==> config.mk <==
export PLATFORM = sky130hd
export DESIGN_NAME = ps2_host_tx
export DESIGN_NICKNAME = d
export VERILOG_FILES = /design/src/rtl/ps2_host_tx.sv
export SDC_FILE = /design/constraint.sdc
export NUM_CORES = 1
export LEC_CHECK = 0
export ABC_CLOCK_PERIOD_IN_PS = 4400
export CAP_MARGIN = 20
export CELL_PAD_IN_SITES_DETAIL_PLACEMENT = 2
export CELL_PAD_IN_SITES_GLOBAL_PLACEMENT = 2
export CORE_UTILIZATION = 40
export CTS_CLUSTER_SIZE = 20
export DETAILED_ROUTE_END_ITERATION = 10
export PLACE_DENSITY = 0.9
export SLEW_MARGIN = 20
export SYNTH_ARGS = -nofsm -noshare
export SYNTH_HDL_FRONTEND = slang
export SYNTH_SLANG_ARGS = --single-unit
==> constraint.sdc <==
create_clock -name clk -period 4.4 [get_ports clk]
set_input_delay 0.44 -clock clk [delete_from_list [all_inputs] [get_ports clk]]
set_output_delay 0.44 -clock clk [all_outputs]
set_load 0.01 [all_outputs]
==> src/rtl/ps2_host_tx.sv <==
// ps2_host_tx
// Host-to-device transmitter for a PS/2 port. It sends one command byte per
// request: it inhibits the bus, drives the start bit, and then shifts out the
// data, parity and stop bits on the falling edges of the device clock. It then
// samples the device acknowledge.
//
// Parameters
//   SYS_FREQ    system clock frequency in Hz
//   INHIBIT_US  time the clock line is held low before the start bit
//   TIMEOUT_US  watchdog for the device-clocked part of the transfer
//   FILTER_LEN  consecutive equal samples needed to accept a line change
//
// Ports
//   clk          system clock, all logic on its rising edge
//   reset        synchronous active-low reset
//   tx_start     one-cycle request to send tx_data (honoured only when idle)
//   tx_data      command byte, captured when tx_start is accepted
//   ps2_clk_i    PS/2 clock pad input (asynchronous)
//   ps2_data_i   PS/2 data pad input (asynchronous)
//   ps2_clk_oe   1 = pull PS/2 clock low, 0 = release
//   ps2_data_oe  1 = pull PS/2 data low, 0 = release
//   tx_busy      high from acceptance until completion
//   tx_done      one-cycle pulse: device acknowledged
//   tx_err       one-cycle pulse: device NACK or watchdog timeout
module ps2_host_tx #(
    parameter int SYS_FREQ   = 100_000_000,
    parameter int INHIBIT_US = 100,
    parameter int TIMEOUT_US = 15_000,
    parameter int FILTER_LEN = 8
) (
    input  logic       clk,
    input  logic       reset,
    input  logic       tx_start,
    input  logic [7:0] tx_data,
    input  logic       ps2_clk_i,
    input  logic       ps2_data_i,
    output logic       ps2_clk_oe,
    output logic       ps2_data_oe,
    output logic       tx_busy,
    output logic       tx_done,
    output logic       tx_err
);

    localparam int INHIBIT_CYC = SYS_FREQ / 1_000_000 * INHIBIT_US;
    localparam int TIMEOUT_CYC = SYS_FREQ / 1_000_000 * TIMEOUT_US;
    localparam int INH_W       = $clog2(INHIBIT_CYC + 1);
    localparam int WD_W        = $clog2(TIMEOUT_CYC + 1);
    localparam int FLT_W       = $clog2(FILTER_LEN + 1);

    typedef enum logic [2:0] {
        IDLE,
        INHIBIT,
        SHIFT,
        WAIT_ACK,
        WAIT_IDLE
    } state_t;

    // Line conditioning
    logic [1:0]       r_clkSync;
    logic [1:0]       r_dataSync;
    logic [FLT_W-1:0] r_clkCnt;
    logic [FLT_W-1:0] r_dataCnt;
    logic             r_clkFilt;
    logic             r_dataFilt;
    logic             r_clkFiltD;
    logic             w_fallTick;

    // Transfer state
    state_t           r_state;
    state_t           w_state;
    logic [INH_W-1:0] r_inhCnt;
    logic [INH_W-1:0] w_inhCnt;
    logic [WD_W-1:0]  r_wdCnt;
    logic [WD_W-1:0]  w_wdCnt;
    logic [3:0]       r_bitCnt;
    logic [3:0]       w_bitCnt;
    logic [9:0]       r_frame;
    logic [9:0]       w_frame;
    logic             r_ack;
    logic             w_ack;
    logic             r_clkOe;
    logic             w_clkOe;
    logic             r_dataOe;
    logic             w_dataOe;
    logic             r_busy;
    logic             w_busy;
    logic             r_done;
    logic             w_done;
    logic             r_err;
    logic             w_err;
    logic             w_timeout;

    // Two-flop synchronizers followed by a run-length filter. A filtered line
    // only moves once FILTER_LEN consecutive synchronized samples disagree with
    // it, so short glitches never reach the state machine.
    always_ff @(posedge clk) begin
        if (!reset) begin
            r_clkSync  <= 2'b11;
            r_dataSync <= 2'b11;
            r_clkCnt   <= '0;
            r_dataCnt  <= '0;
            r_clkFilt  <= 1'b1;
            r_dataFilt <= 1'b1;
            r_clkFiltD <= 1'b1;
        end else begin
            r_clkSync  <= {r_clkSync[0], ps2_clk_i};
            r_dataSync <= {r_dataSync[0], ps2_data_i};
            r_clkFiltD <= r_clkFilt;

            if (r_clkSync[1] == r_clkFilt) begin
                r_clkCnt <= '0;
            end else if (r_clkCnt == FLT_W'(FILTER_LEN - 1)) begin
                r_clkFilt <= r_clkSync[1];
                r_clkCnt  <= '0;
            end else begin
                r_clkCnt <= r_clkCnt + FLT_W'(1);
            end

            if (r_dataSync[1] == r_dataFilt) begin
                r_dataCnt <= '0;
            end else if (r_dataCnt == FLT_W'(FILTER_LEN - 1)) begin
                r_dataFilt <= r_dataSync[1];
                r_dataCnt  <= '0;
            end else begin
                r_dataCnt <= r_dataCnt + FLT_W'(1);
            end
        end
    end

    assign w_fallTick = r_clkFiltD & ~r_clkFilt;
    assign w_timeout  = (r_wdCnt == WD_W'(TIMEOUT_CYC - 1));

    // State and output registers. Every output comes straight from a flop.
    always_ff @(posedge clk) begin
        if (!reset) begin
            r_state  <= IDLE;
            r_inhCnt <= '0;
            r_wdCnt  <= '0;
            r_bitCnt <= '0;
            r_frame  <= '0;
            r_ack    <= 1'b0;
            r_clkOe  <= 1'b0;
            r_dataOe <= 1'b0;
            r_busy   <= 1'b0;
            r_done   <= 1'b0;
            r_err    <= 1'b0;
        end else begin
            r_state  <= w_state;
            r_inhCnt <= w_inhCnt;
            r_wdCnt  <= w_wdCnt;
            r_bitCnt <= w_bitCnt;
            r_frame  <= w_frame;
            r_ack    <= w_ack;
            r_clkOe  <= w_clkOe;
            r_dataOe <= w_dataOe;
            r_busy   <= w_busy;
            r_done   <= w_done;
            r_err    <= w_err;
        end
    end

    // Next-state logic. The frame is kept as a shift register, so the bit to
    // present on each falling edge is always r_frame[0]. The watchdog check
    // at the bottom takes priority over whatever the device-clocked states
    // decided in the same cycle.
    always_comb begin
        w_state  = r_state;
        w_inhCnt = r_inhCnt;
        w_wdCnt  = r_wdCnt;
        w_bitCnt = r_bitCnt;
        w_frame  = r_frame;
        w_ack    = r_ack;
        w_clkOe  = r_clkOe;
        w_dataOe = r_dataOe;
        w_busy   = r_busy;
        w_done   = 1'b0;
        w_err    = 1'b0;

        case (r_state)
            IDLE: begin
                w_clkOe  = 1'b0;
                w_dataOe = 1'b0;
                w_busy   = 1'b0;
                if (tx_start) begin
                    // Odd parity: parity bit set when the data has an even count of ones
                    w_frame  = {1'b1, ~^tx_data, tx_data};
                    w_inhCnt = '0;
                    w_clkOe  = 1'b1;
                    w_busy   = 1'b1;
                    w_state  = INHIBIT;
                end
            end

            INHIBIT: begin
                if (r_inhCnt == INH_W'(INHIBIT_CYC - 1)) begin
                    w_clkOe  = 1'b0;
                    w_dataOe = 1'b1;
                    w_bitCnt = '0;
                    w_wdCnt  = '0;
                    w_state  = SHIFT;
                end else begin
                    w_inhCnt = r_inhCnt + INH_W'(1);
                end
            end

            SHIFT: begin
                w_wdCnt = r_wdCnt + WD_W'(1);
                if (w_fallTick) begin
                    w_dataOe = ~r_frame[0];
                    w_frame  = {1'b0, r_frame[9:1]};
                    w_bitCnt = r_bitCnt + 4'd1;
                    // The tenth bit is the stop bit, which releases the data line
                    if (r_bitCnt == 4'd9) begin
                        w_state = WAIT_ACK;
                    end
                end
            end

            WAIT_ACK: begin
                w_wdCnt = r_wdCnt + WD_W'(1);
                if (w_fallTick) begin
                    w_ack   = ~r_dataFilt;
                    w_state = WAIT_IDLE;
                end
            end

            WAIT_IDLE: begin
                w_wdCnt = r_wdCnt + WD_W'(1);
                if (r_clkFilt && r_dataFilt) begin
                    w_done  = r_ack;
                    w_err   = ~r_ack;
                    w_busy  = 1'b0;
                    w_state = IDLE;
                end
            end

            default: begin
                w_clkOe  = 1'b0;
                w_dataOe = 1'b0;
                w_busy   = 1'b0;
                w_state  = IDLE;
            end
        endcase

        // Watchdog overrides a device that stops clocking partway through
        if ((r_state == SHIFT || r_state == WAIT_ACK || r_state == WAIT_IDLE) && w_timeout) begin
            w_clkOe  = 1'b0;
            w_dataOe = 1'b0;
            w_busy   = 1'b0;
            w_done   = 1'b0;
            w_err    = 1'b1;
            w_state  = IDLE;
        end
    end

    assign ps2_clk_oe  = r_clkOe;
    assign ps2_data_oe = r_dataOe;
    assign tx_busy     = r_busy;
    assign tx_done     = r_done;
    assign tx_err      = r_err;

endmodule

* Word-level counts from Yosys, hierarchy flattened
Index checks and enable logic that the tools add are counted.
** Word-level totals
- Input bits :: 13
- Logic and storage cells :: 111
- Bits in registers :: 73
** Cells by class
- Add/subtract/negate cells :: 5
- Bitwise operators :: 13
- Equality and inequality tests :: 18
- Reductions and logical operators :: 28
- Multiplexer cells :: 29
** Operators with widths (number)
- 21-bit case mux with 2 select lines :: 1
- 14-bit 2-to-1 mux :: 2
- 14-bit case mux with 2 select lines :: 1
- 21-bit by 1-bit adder with 21-bit output, second input constant :: 1
- 21-bit == test, second input constant :: 1
- 21-bit 2-to-1 mux :: 1
- 10-bit 2-to-1 mux :: 2
- 10-bit case mux with 2 select lines :: 1
- 3-bit 2-to-1 mux :: 6
- 3-bit case mux with 5 select lines :: 1
- 14-bit by 1-bit adder with 14-bit output, second input constant :: 1
- 14-bit == test, second input constant :: 1
- 2-bit inequality test, second input constant :: 7
- 4-bit by 1-bit adder with 4-bit output, second input constant :: 3
- 1-bit NOT :: 12
- 2-bit AND reduction :: 6
- 3-bit AND reduction :: 4
- 3-bit OR reduction :: 4
- 1-bit case mux with 3 select lines :: 3
- 4-bit by 3-bit == test with 1-bit output, second input constant :: 2
- 1-bit 2-to-1 mux :: 8
- 4-bit 2-to-1 mux :: 2
- 4-bit case mux with 2 select lines :: 1
- 2-bit nonzero test :: 4
- other kinds (13) :: 18

* Longest topological paths before layout
Gate-level depths: netlist of the first run.
- Depth in word-level cells :: 5
- Depth in mapped cells :: 7

* Worst setup path before layout of the first run
No wires, ideal clock.
- Kind :: reg-to-reg
- From :: reg r_inhCnt[5]
- To :: reg r_wdCnt[20]
- Required time :: 4.283 ns
- Arrival time :: 1.896 ns
- Library setup time :: 0.117 ns
- Slack :: 2.387 ns
- Buffers on the path :: 1
- Cell stages (with the launch flop) :: 7
- Cells stage by stage :: dfxtp_1 > or4_4 > o41a_1 > buf_6 > nor4_1 > xnor2_1 > nor2_1
** Between the ends
- Cells in the longest elaborated chain, start to end :: 3
** Ends and longest elaborated chain
- start, declared :: RTL line 71 : logic [INH_W-1:0] r_inhCnt;
- start signal, assigned :: RTL line 149 : r_inhCnt <= w_inhCnt;
- 14-bit == test :: RTL line 195 : if (r_inhCnt == INH_W'(INHIBIT_CYC - 1)) begin
- 2-bit inequality test (no source line)
- 2-bit AND reduction (no source line)
- end signal, assigned :: RTL line 150 : r_wdCnt <= w_wdCnt;
- end, declared :: RTL line 73 : logic [WD_W-1:0] r_wdCnt;
Every way passes these cells.
A chain may end at the register's enable or synchronous reset.

* Final worst setup path of the first run
- From :: reg r_state[0]
- To :: reg r_wdCnt[8]
** Between the ends
- Cells in the longest elaborated chain, start to end :: 4
** Ends and longest elaborated chain
- start, declared :: RTL line 69 : state_t r_state;
- start signal, assigned :: RTL line 148 : r_state <= w_state;
- 3-bit by 2-bit == test with 1-bit output or 3-bit == test (tied branches) :: RTL line 179 : case (r_state)
- 3-bit OR reduction (no source line)
- 2-bit nonzero test (no source line)
- 2-bit AND reduction (no source line)
Parallel ways exist; a longest one is shown, timed or not.

==> key figures, run 1 <==
Route
  – Met2 wire length: 5300 um
  – Post-route ant nets: 0
  – Total Wirelength: 10000 um
  – DRT iter0 DRCs: 99
  – Drt pass-1 iters: 4
  – Metal3 WL: 146 um
  – Wire per inst: 19.2 um
  – DR DRC count: 0
  – Uppermost layer routed: met4
  – DR vias/cell: 5.77
  – Met1 wire length: 4410 um
  – Via count: 3011

Clocking
  – CTS clk-pin slew, worst paths: 90 ps
  – Hold buffer count at cts: 0
  – CTS resizes: 0
  – Worst-Skew Late Latency: 360 ps
  – Setup Buffers After CTS: 0
  – TritonCTS Buffers: 9
  – CTS tree: built
  – Clk Tree Root Cell: clkbuf_8
  – Clk buf depth: 2
  – CTS HTree Levels: 3
  – TritonCTS sink count: 73

Timing
  – Final Setup Violations: 0
  – Slew Limit Fails: 0
  – Setup ws final: 1370 ps
  – Unrepaired setup endpoints after global routing: no
  – Slew HR: 43.7%
  – Part of the cycle the worst path needs: 68.8%
  – Period minus WS final: 3030 ps
  – Slew @ Worst Pin: 843 ps
  – Final clock skew: 10.2 ps
  – Setup TNS Final: 0 ps
  – F_max: 330 MHz
  – Final Hold Slack: 418 ps
  – Hold Fails Final Rpt: 0

Worst setup path
  – CP max stage cell: nor3b_1
  – R2R depth: 5
  – Worst EP arrival: 3240 ps
  – CP Capture Type: flip-flop
  – R2r setup slk: 1370 ps
  – CP cell instances: nor3b_1 > nand3_1 > or4_1 > nand2_1 > nor2_1
  – Reg-to-reg endpoint: r_wdCnt[8]$_SDFFE_PN0P_
  – Worst Path Max Fanout: 20
  – CP peak stage delay: 760 ps
  – RR Startpoint: r_state[0]$_SDFFE_PP0P_
  – Crit path launch type: flip-flop
  – WS Path Type: reg -> reg
  – WP data required: 4620 ps

Global routing
  – Vias in the first global route: 3362
  – Total Routing Usage GR: 24.6%
  – Largest net degree at the start of global routing: 24
  – First-pass GRT wire length: 16800 um
  – Initial antenna violation count: 0
  – GRT overflow: 0

Final layout
  – Layout area overhead: 14.3%
  – Ant diodes: 0
  – Most frequent cells in the layout: dfxtp_1, nor2_1, nand2_1
  – Layout Cells excl Fill: 522
  – Fin area: 3950 um2
  – Nets: 431
  – Layout cells sized above 1: 6.24%
  – Most common cell after layout, fill and taps aside: dfxtp_1
  – Fillers: 911

Logic synthesis
  – Top FF cell, synth: dfxtp_1
  – Biggest area consumer among synthesized cells: dfxtp_1
  – Number of synthesized flops with an enable pin: 0
  – Register area share after synthesis: 42.3%
  – Syn Nets: 414
  – Area contributors post-synth: dfxtp_1, xor2_1, nand2_1
  – Ys async rst share: 0%
  – Synth Cell Area: 3450 um2
  – Mapped Cells: 395
  – Seq cells post-synth: 73
  – Mean Syn Cell Area: 8.75 um2
  – Netlist cell types: 45
  – Syn. warnings: 0
  – Area share of the leading cell type in the synthesized netlist: 42.3%

Hold path
  – Worst hold endpoint: r_clkSync[1]$_SDFF_PN1_
  – Hold Path Class: reg -> reg
  – WHS Path Cells: 1
  – Min-delay src: r_clkSync[0]$_SDFF_PN1_

Floorplan
  – Cell Rows: 33
  – Die Span Y: 94.9 um
  – Num ports: 18
  – Width of the chip: 94.9 um
  – Initial core utilization: 41.6%
  – Core box area: 8300 um2
  – Die area: 9010 um2

Placed design
  – GPL Wtd Cong: 0.856
  – I/O Buffers: 17
  – Detail Placement HPWL: 6960 um
  – Post-Place Setup Slack: 1410 ps
  – Placed insts: 506
  – Area after DPL: 3720 um2

Power and ir drop
  – VDD IR max: 0.000154 V
  – P_leak: 1.47 nW
  – PwrDens: 350 nW/um2

Flow run
  – MaxCap Viol Count: 0

Status
  – Status: completed
## sequential cells by signal, indices dropped and copies added, names as in the netlist
name / cells
tx_err: 1
ps2_data_oe: 1
r_wdCnt: 21
r_dataCnt: 4
r_clkCnt: 4
r_dataSync: 2
r_dataFilt: 1
r_state: 3
tx_done: 1
tx_busy: 1
r_frame: 10
ps2_clk_oe: 1
r_clkSync: 2
r_ack: 1
r_clkFiltD: 1
r_clkFilt: 1
r_inhCnt: 14
r_bitCnt: 4
## through the flow
| stage | util [%] | total power, W |
|---|---|---|
| after detailed placement | 44.8 | 0.000791 |
| after global routing | 47.6 | 0.00143 |
| after floorplan | - | 0.000755 |
| final | 47.6 | 0.00138 |
| after global placement | 44.8 | 0.000785 |
| after CTS | 47.6 | 0.00140 |
## cell families (layout without fill, tap and decap cells)
logic type / Yosys count / count (layout) / share of synthesized area (%)
XOR/XNOR: 37 / 37 / 9.38
AND/OR/NAND/NOR: 179 / 179 / 26.7
adder cells (fa/ha/maj): 6 / 6 / 2.17
flip-flops: 73 / 73 / 42.3
buffers and inverters: 21 / 43 / 2.68
AO/OA/AOI/OAI: 69 / 69 / 13.9
multiplexers: 10 / 10 / 2.90
## worst max path at each step
| stage | startpoint | to | slack (ps) | cells past startpoint |
|---|---|---|---|---|
| 2_1_floorplan | r_inhCnt[5]$_SDFFE_PN0P_ | r_wdCnt[20]$_SDFFE_PN0P_ | 2390 | 6 |
| 3_3_place_gp | r_state[0]$_SDFFE_PP0P_ | r_wdCnt[4]$_SDFFE_PN0P_ | 1710 | 5 |
| 3_5_place_dp | r_state[0]$_SDFFE_PP0P_ | r_wdCnt[8]$_SDFFE_PN0P_ | 1410 | 5 |
| 4_1_cts | r_state[0]$_SDFFE_PP0P_ | r_wdCnt[8]$_SDFFE_PN0P_ | 1400 | 5 |
| 5_1_grt | r_state[0]$_SDFFE_PP0P_ | r_wdCnt[14]$_SDFFE_PN0P_ | 1110 | 5 |
| 6_report | r_state[0]$_SDFFE_PP0P_ | r_wdCnt[8]$_SDFFE_PN0P_ | 1370 | 5 |
## final cells by class
class,instances,area [um2],area share (%)
Clock buffer,9,124,3.14
Clock inverter,7,103,2.60
Inverter,6,22.5,0.571
Multi-Input combinational cell,301,1910,48.3
Sequential cell,73,1460,37.0
Tap cell,105,131,3.33
Timing Repair Buffer,21,200,5.07
## Yosys cell counts (4+ instances only)
| library cell | instances |
|---|---|
| a21oi_1 | 11 |
| a31oi_1 | 5 |
| and3_1 | 8 |
| buf_2 | 5 |
| clkbuf_1 | 9 |
| dfxtp_1 | 73 |
| ha_1 | 6 |
| inv_1 | 6 |
| mux2i_1 | 10 |
| nand2_1 | 42 |
| nand2b_1 | 7 |
| nand3_1 | 21 |
| nand3b_1 | 5 |
| nand4_1 | 9 |
| nand4b_1 | 4 |
| nor2_1 | 42 |
| nor2b_1 | 5 |
| nor3_1 | 10 |
| nor4_1 | 7 |
| o2111ai_1 | 4 |
| o211a_1 | 11 |
| o211ai_1 | 6 |
| o21a_1 | 5 |
| o21ai_0 | 18 |
| xnor2_1 | 16 |
| xor2_1 | 21 |
## worst max-delay path, delay by kind of cell, from the launching register on
family        cells  cell delay, ps
flops             1             690
simple gates      5            2180
## layer usage
| layer | track usage (%) | vias to the layer above |
|---|---|---|
| met4 | 9.22 | 0 |
| li1 | - | 1446 |
| met3 | 4.11 | 12 |
| met2 | 45.4 | 32 |
| met1 | 27.9 | 1521 |
| met5 | 0 | - |
## report_power, final
part           switching [W]  internal [W]  leakage [nW]   total, W
Combinational      0.0000521     0.0000386         0.763  0.0000907
Clock               0.000282      0.000324         0.110   0.000606
Sequential         0.0000121      0.000674         0.593   0.000686
(Power assumes the default switching activity.)
==> run 2: changes to the inputs <==
--- a/config.mk
+++ b/config.mk
@@ -5,14 +5,14 @@
 export SDC_FILE = /design/constraint.sdc
 export NUM_CORES = 1
 export LEC_CHECK = 0
-export ABC_CLOCK_PERIOD_IN_PS = 4400
+export ABC_CLOCK_PERIOD_IN_PS = 2650
 export CAP_MARGIN = 20
 export CELL_PAD_IN_SITES_DETAIL_PLACEMENT = 2
 export CELL_PAD_IN_SITES_GLOBAL_PLACEMENT = 2
-export CORE_UTILIZATION = 40
+export CORE_UTILIZATION = 33
 export CTS_CLUSTER_SIZE = 20
 export DETAILED_ROUTE_END_ITERATION = 10
-export PLACE_DENSITY = 0.9
+export PLACE_DENSITY = 0.8
 export SLEW_MARGIN = 20
 export SYNTH_ARGS = -nofsm -noshare
 export SYNTH_HDL_FRONTEND = slang
==> constraint.sdc (replaced) <==
create_clock -name clk -period 2.65 [get_ports clk]
set_input_delay 0.265 -clock clk [delete_from_list [all_inputs] [get_ports clk]]
set_output_delay 0.265 -clock clk [all_outputs]
set_load 0.01 [all_outputs]
==> run 2 against run 1 <==
Effect of this change:
- clock power increased by 64%
- count of clock-buffer cells in the layout increased by 1
- sequential power is 65% higher
- largest cell class unchanged
- register-to-register slack worse by 1100 ps
- total power up 65%
- largest power group unchanged
- critical endpoint is now r_inhCnt[1]$_SDFFE_PN0P_
==> key figures, run 2 (synthesized netlist as in run 1, its figures left out) <==
Final layout
  – Layout area overhead: 16.4%
  – Most frequent cells in the layout: dfxtp_1, nor2_1, nand2_1
  – Top Registers: r_wdCnt x21, r_inhCnt x14, r_frame x10
  – Ant diodes: 0 (unchanged)
  – Layout cells sized above 1: 7.33% (+1.1 points)
  – Largest register FFs: 21 (unchanged)
  – Most common cell after layout, fill and taps aside: dfxtp_1
  – Reg with most FFs: r_wdCnt
  – Layout Cells excl Fill: 556 (+6.5%)
  – Nets: 437 (+1.4%)

Timing
  – Unrepaired setup endpoints after global routing: no
  – Slew HR: 46.1% (+2.5 points)
  – Slew Limit Fails: 0 (unchanged)
  – Final Hold Slack: 418 ps (-0.0200 ps)
  – Setup TNS Final: 0 ps (unchanged)
  – Part of the cycle the worst path needs: 90.8% (+22 points)
  – Hold Fails Final Rpt: 0 (unchanged)
  – F_max: 416 MHz (+26%)
  – Final clock skew: 5.39 ps (-4.78 ps)
  – Period minus WS final: 2410 ps (-620 ps)
  – Slew @ Worst Pin: 801 ps (-42.4 ps)
  – Final Setup Violations: 0 (unchanged)

Floorplan
  – Width of the chip: 104 um (+9.9%)
  – Die area: 10900 um2 (+21%)
  – Cell Rows: 36 (+9.1%)
  – Initial core utilization: 34.7% (-6.9 points)
  – Die Span Y: 104 um (+9.9%)
  – Core box area: 9950 um2 (+20%)
  – Num ports: 18 (unchanged)

Clocking
  – TritonCTS Buffers: 9 (unchanged)
  – Worst-Skew Late Latency: 360 ps (about the same)
  – Setup Buffers After CTS: 0 (unchanged)
  – CTS resizes: 0 (unchanged)
  – Hold buffer count at cts: 0 (unchanged)
  – CTS HTree Levels: 3 (unchanged)
  – Clk buf depth: 2 (unchanged)
  – Clk Tree Root Cell: clkbuf_8
  – TritonCTS sink count: 73 (unchanged)
  – CTS tree: built
  – CTS clk-pin slew, worst paths: 80 ps (about the same)

Global routing
  – First-pass GRT wire length: 16400 um (-2.1%)
  – Initial antenna violation count: 0 (unchanged)
  – Gr busiest metal: met2
  – M2 GR Usage: 34.0% (-11 points)
  – Largest net degree at the start of global routing: 21 (-13%)
  – Met1 Resource Use GR: 21.8% (-6.2 points)
  – Vias in the first global route: 3315 (-1.4%)
  – GRT overflow: 0 (unchanged)
  – M3 GR Usage: 4.51% (+0.40 points)
  – Total Routing Usage GR: 18.9% (-5.7 points)

Route
  – Total Wirelength: 9680 um (-3.2%)
  – Post-route ant nets: 0 (unchanged)
  – Via count: 3040 (+0.96%)
  – DR DRC count: 0 (unchanged)
  – Wire per inst: 17.4 um (-9.2%)
  – DRT iter0 DRCs: 57 (-42%)
  – DR vias/cell: 5.47 (-5.2%)
  – Drt pass-1 iters: 4 (unchanged)

Worst setup path
  – Crit path launch type: flip-flop
  – Delay-heaviest family, CP: simple AND/OR/NAND/NOR gates
  – WP data required: 2870 ps (-1750 ps)
  – Worst Path Max Fanout: 7 (-65%)
  – CP cell instances: or4_4 > nor4_1 > a21oi_1 > nand4_1 > o21ai_0
  – WP buf/inv: 0 (unchanged)
  – CP max stage cell: nor4_1
  – Worst EP arrival: 2630 ps (-610 ps)
  – CP peak stage delay: 680 ps (-80 ps)
  – WS Path Type: reg -> reg
  – Setup crit start: r_inhCnt[5]$_SDFFE_PN0P_
  – CP Capture Type: flip-flop
  – RR Startpoint: r_inhCnt[5]$_SDFFE_PN0P_

Power and ir drop
  – VDD IR max: 0.000313 V (+100%)
  – P_leak: 1.50 nW (+2.1%)
  – PwrDens: 568 nW/um2 (+62%)

Placed design
  – Detail Placement HPWL: 6900 um (-0.90%)
  – I/O Buffers: 17 (unchanged)
  – GPL Wtd Cong: 0.783 (-8.5%)
  – Placed insts: 540 (+6.7%)

Hold path
  – Min-delay src: r_dataSync[0]$_SDFF_PN1_
  – Hold Path Class: reg -> reg

Status
  – Status: completed

Flow run
  – MaxCap Viol Count: 0 (unchanged)
## run 2: cell count changes in the layout (fill, tap and decap cells not counted)
cell / before / now
clkinv_2: 0 / 1
buf_4: 4 / 10
clkinv_4: 3 / 2
clkbuf_1: 0 / 1
clkinvlp_4: 1 / 0
## run 2: per-stage QoR
stage,util [%],power (W),worst slack (ps),instance area (um2)
after floorplan,-,0.00125,637,3450
after global placement,38.2,0.00131,446,3800
after CTS,40.4,0.00232,248,4020
after detailed placement,38.2,0.00132,299,3800
after global routing,40.4,0.00237,6.92,4020
final,40.4,0.00228,244,4020
## run 2: cell type report
cell class                 instances  area, um2
fill                            1102       5930
clock buffer                      10        128
sequential                        73       1460
multi-input combinational        301       1910
inverter                           6       22.5
tap                              133        166
timing repair buffer              27        245
clock inverter                     6       91.3
## run 2: power by group
| part | internal (W) | leakage (nW) | switching (W) | total [W] |
|---|---|---|---|---|
| combinational | 0.0000694 | 0.793 | 0.0000870 | 0.000156 |
| sequential | 0.00112 | 0.593 | 0.0000160 | 0.00113 |
| clock | 0.000536 | 0.111 | 0.000456 | 0.000991 |
## run 2: final timing paths
kind,end,slack [ps],cells after the start
worst max-delay path,r_inhCnt[1]$_SDFFE_PN0P_,240,5
worst min-delay path,r_dataSync[1]$_SDFF_PN1_,420,1
worst max register to register,r_inhCnt[1]$_SDFFE_PN0P_,240,5
worst min register to register,r_dataSync[1]$_SDFF_PN1_,420,1
## run 2: routing by layer
| layer | vias to the layer above | routed length, um |
|---|---|---|
| met5 | - | 0 |
| met4 | 0 | 139 |
| met3 | 13 | 282 |
| met2 | 39 | 4950 |
| met1 | 1520 | 4310 |
| li1 | 1468 | - |
